===== src/rtl/fft_pkg.sv =====
// Shared types for the FFT output serializer: FSM state encoding and index-width helper.
package fft_pkg;

  typedef enum logic {FS_IDLE, FS_STREAM} fft_ser_state_t;

  function automatic int bin_idx_w(input int samples);
    return $clog2(samples);
  endfunction

endpackage


===== src/rtl/fft_bin_serializer.sv =====
// Captures a parallel FFT bin vector on fft_valid and streams it one bin per valid/ready beat.
// Build option FFT_SER_HALF_EN: emit only bins 0..SAMPLES/2 (real-input spectrum symmetry).
//
// state     | meaning
// FS_IDLE   | no frame held, waiting for fft_valid
// FS_STREAM | frame buffered, beats presented on bin_* until the last one is accepted
module fft_bin_serializer
  import fft_pkg::*;
#(
  parameter int SAMPLES = 16,
  parameter int WIDTH   = 32,
  parameter int DROP_W  = 8
) (
  input  logic                          clk,
  input  logic                          rst,
  input  logic                          fft_valid,
  input  logic [WIDTH-1:0]              fft_bins [SAMPLES],
  output logic                          bin_valid,
  input  logic                          bin_ready,
  output logic [WIDTH-1:0]              bin_data,
  output logic [bin_idx_w(SAMPLES)-1:0] bin_index,
  output logic                          bin_last,
  output logic                          busy,
  output logic [DROP_W-1:0]             drop_count
);

  localparam int IDX_W = bin_idx_w(SAMPLES);
`ifdef FFT_SER_HALF_EN
  localparam int LAST_IDX = SAMPLES / 2;
`else
  localparam int LAST_IDX = SAMPLES - 1;
`endif
  localparam int BUF_N = LAST_IDX + 1;
  localparam logic [IDX_W-1:0] LAST_I = IDX_W'(LAST_IDX);

  fft_ser_state_t   state;
  logic [WIDTH-1:0] frame_buf [BUF_N];
  logic             accept;
  logic             accept_last;
  logic             capture;
  logic             drop;
  logic [IDX_W-1:0] idx_next;

  // A frame arriving on the cycle the last beat leaves is accepted, not dropped.
  always_comb begin
    accept      = bin_valid & bin_ready;
    accept_last = accept & bin_last;
    capture     = fft_valid & ((state == FS_IDLE) | accept_last);
    drop        = fft_valid & (state == FS_STREAM) & ~accept_last;
    idx_next    = bin_index + 1'b1;
  end

  // Buffer contents are don't-care after reset, so it carries no reset.
  always_ff @(posedge clk) begin
    if (capture) begin
      for (int i = 0; i < BUF_N; i++) begin
        frame_buf[i] <= fft_bins[i];
      end
    end
  end

  always_ff @(posedge clk or negedge rst) begin
    if (!rst) begin
      state      <= FS_IDLE;
      bin_valid  <= 1'b0;
      bin_data   <= '0;
      bin_index  <= '0;
      bin_last   <= 1'b0;
      busy       <= 1'b0;
      drop_count <= '0;
    end else begin
      if (drop && (drop_count != '1)) begin
        drop_count <= drop_count + 1'b1;
      end

      if (capture) begin
        state     <= FS_STREAM;
        bin_valid <= 1'b1;
        busy      <= 1'b1;
        bin_index <= '0;
        bin_data  <= fft_bins[0];
        bin_last  <= 1'b0;
      end else begin
        case (state)
          FS_IDLE: begin
            bin_valid <= 1'b0;
            busy      <= 1'b0;
          end
          FS_STREAM: begin
            if (accept_last) begin
              state     <= FS_IDLE;
              bin_valid <= 1'b0;
              busy      <= 1'b0;
              bin_last  <= 1'b0;
              bin_index <= '0;
            end else if (accept) begin
              bin_index <= idx_next;
              bin_data  <= frame_buf[idx_next];
              bin_last  <= (idx_next == LAST_I);
            end
          end
          default: state <= FS_IDLE;
        endcase
      end
    end
  end

endmodule


===== config.mk =====
export PLATFORM = sky130hd
export DESIGN_NAME = fft_bin_serializer
export DESIGN_NICKNAME = d
export VERILOG_FILES = /design/src/rtl/fft_pkg.sv /design/src/rtl/fft_bin_serializer.sv
export SDC_FILE = /design/constraint.sdc
export NUM_CORES = 1
export LEC_CHECK = 0
export ABC_AREA = 1
export BUFFER_PORTS_ARGS = -buffer_cell sky130_fd_sc_hd__buf_2
export CORE_MARGIN = 3
export CORE_UTILIZATION = 50
export CTS_BUF_LIST = sky130_fd_sc_hd__clkbuf_4
export DETAILED_ROUTE_END_ITERATION = 12
export HOLD_SLACK_MARGIN = 0.12
export PLACE_DENSITY = 0.8
export SLEW_MARGIN = 5
export SYNTH_ARGS = -nofsm -noshare
export SYNTH_HDL_FRONTEND = slang
export SYNTH_SLANG_ARGS = --single-unit
export TNS_END_PERCENT = 100

===== constraint.sdc =====
create_clock -name clk -period 7.9 [get_ports clk]
set_input_delay 1.58 -clock clk [delete_from_list [all_inputs] [get_ports clk]]
set_output_delay 1.58 -clock clk [all_outputs]
set_load 0.005 [all_outputs]

==> results.md <==
* Final min period at 4.79 ns
* Fin. max-slew vios at 0
* First-pass GRT wire length at 104000 um
* Power Density at 219 nW/um^2
* DRT Pass-1 Iters at 6
* Maxcap violations at 0
* Dpl hpwl at 49900 um
* YS warnings at 0
* CTS tree: built
* Remaining DRCs at 0
* DRT iter0 DRCs at 2149
* Top-Level Pins at 563
* Number of global-route vias before repair at 18100
* Core area at 44700 um^2
* Post-Synth Simple-Gate Area at 0.231
* Die Span Y at 220 um
* XOR/XNOR Fraction of Synth Area at 0.00340
* Synth Area in Compound Gates at 0.00258
* Worst skew pair latency at 0.98 ns
* Via density at 5.45
* Nets@finish at 3096
* Worst Path Arrival at 3.21 ns
* Clock Path Buffers at 3
* Setup crit end kind: output pin
* Largest net degree at the start of global routing at 185
* Adder-Cell Fraction of Synth Area at 0.00164
* Largest family of logic cells by synthesized area: simple AND/OR/NAND/NOR gates
* Commonest non-fill, non-tap cells in the layout: nand2_1, buf_2, edfxtp_1, nand3_1, clkbuf_4
* Layout cell share with drive strength beyond 1 at 0.308
* DIE WIDTH at 220 um
* Crit path launch type: flip-flop
* Post-route setup slack at 3.11 ns
* Initial antenna violation count at 21
* Total number of vias at 17900
* Avg WL per Cell at 22.0 um
* Unrepaired setup endpoints after global routing: no
* Outcome: completed
* Reg clk slew, reported paths at 0.06 ns
* RePlAce Congestion at 0.918
* Max frequency at 209 MHz
* Post-Route WL at 72500 um
* Post-Syn Instances at 1974
* Final ANT Viol Nets at 0
* Syn Area/Cell at 11.6 um^2
* Number of buffers created by CTS at 144
* Fin Hold WS at 0.494 ns
* Slew margin rel. at 0.154
* Setup-failing EPs final at 0
* Period utilisation layout at 0.607
* Critical path type: reg -> out
* CP max FO at 91
* Syn_nets at 2493
* Post-CTS setup buffers at 0
* Final Power at 0.00607 W
* Peak supply drop at 0.000161 V
* Cts hold-fix bufs at 0
* Setup TNS at 0 ns
* Fillers at 3501
* P&R area growth vs syn at 21.5%
* FF+latch count, synth at 559
* Area contributors post-synth: edfxtp_1, nand2_1, nand3_1, dfrtp_1, buf_2
* Die area at 48300 um^2
* # rows at 77
* Worst hold path type: reg -> reg
* Synth area leader: edfxtp_1
* Yosys cell types at 25
* Port bufs at 562
* Root Buffer: clkbuf_4
* Slew @ Worst Pin at 1.27 ns
* DP Worst Slack at 3.20 ns
* WP data required at 6.32 ns
* Post-Syn Area at 22800 um^2
* CTS resizes at 0
* Post-synthesis mux area share at 0
* Setup Skew at 0.0411 ns
* Area fraction of the dominant cell type after synthesis at 0.673
* Static Leakage at 11.5 nW
* Initial Util at 0.511
* Final Hold Fails at 0
* CTS H-tree depth at 4
* Seq/Total Area, Yosys at 0.725
* Grt total ovfl at 0
* CTS sink count at 559
* GRT Resource Usage Total at 0.297
* Commonest non-fill, non-tap cell in the layout: nand2_1
==> registers in the layout (all words and copies together) (netlist names) <==
name,cells
bin_data,32
bin_index,4
bin_last,1
busy,1
drop_count,8
frame_buf,512
state,1
==> area by class of cell <==
| type | count | area (um^2) | area share |
|---|---|---|---|
| sequential | 559 | 16600 | 0.597 |
| multi-input combinational | 1279 | 5520 | 0.199 |
| timing repair buffer | 576 | 2940 | 0.106 |
| clock buffer | 219 | 1640 | 0.0593 |
| tap | 592 | 741 | 0.0267 |
| clock inverter | 32 | 211 | 0.00762 |
| inverter | 17 | 73.8 | 0.00266 |
| antenna | 20 | 50.0 | 0.00180 |
==> final timing paths <==
| check | from | endpoint | slack [ns] | cells past startpoint |
|---|---|---|---|---|
| max in group asynchronous | rst | bin_index[0] | 6.55 | 2 |
| setup / recovery | bin_index[0] | bin_index[0] | 3.11 | 2 |
| setup reg to reg | bin_index[0] | bin_data[23] | 3.19 | 11 |
| hold reg to reg | bin_data[14] | bin_data[14] | 0.49 | 2 |
| min in group asynchronous | rst | bin_data[21] | 0.75 | 2 |
| hold / removal | bin_data[14] | bin_data[14] | 0.49 | 2 |
==> where the power goes <==
part / switching (W) / leakage (nW) / internal (W) / total (W)
Combinational: 0.000155 / 5.32 / 0.000132 / 0.000287
Clock: 0.00117 / 1.10 / 0.00136 / 0.00253
Sequential: 0.0000181 / 5.07 / 0.00324 / 0.00326
Total: 0.00134 / 11.5 / 0.00473 / 0.00607
==> metal layers <==
metal / wire, um / global-route usage
met5: 67 / 0
met4: 3290 / 0.163
met3: 6990 / 0.0811
met2: 34900 / 0.476
met1: 27200 / 0.369
==> kinds of logic after synthesis <==
kind of cell	Yosys count
buffers and inverters	136
xor gates and xnor gates	8
adders and majority gates	3
DFF	559
and+or+nand+nor	1257
AOI/OAI and AO/OA	11
==> stage by stage <==
| step | util | std cells | cell area (um^2) |
|---|---|---|---|
| after floorplan | - | 1974 | 22900 |
| after global placement | 0.578 | 3023 | 25800 |
| after detailed placement | 0.578 | 3023 | 25800 |
| after CTS | 0.619 | 3274 | 27700 |
| after global routing | 0.620 | 3291 | 27700 |
| final | 0.621 | 3294 | 27700 |
==> worst max-delay path, stage by stage, from the launching register on <==
cell	delay (ns)
dfrtp_4	1.05
buf_4	0.85
buf_2	0.26
==> cell usage after synthesis <==
cell      number
inv_1         12
nor2_4         1
nor2_2         2
nand3_2        2
ha_1           3
o21ai_1        3
clkbuf_1       4
nor3_2         1
xor2_2         1
edfxtp_1     512
buf_6         15
dfrtp_1       47
buf_4         31
xnor2_1        3
nor2_1        65
buf_2         69
inv_4          1
nand4_1        1
inv_2          4
nor3_1         2
nand3_1      419
o21ai_0        5
o22ai_1        3
xor2_1         4
nand2_1      764
(Power assumes the default switching activity.)
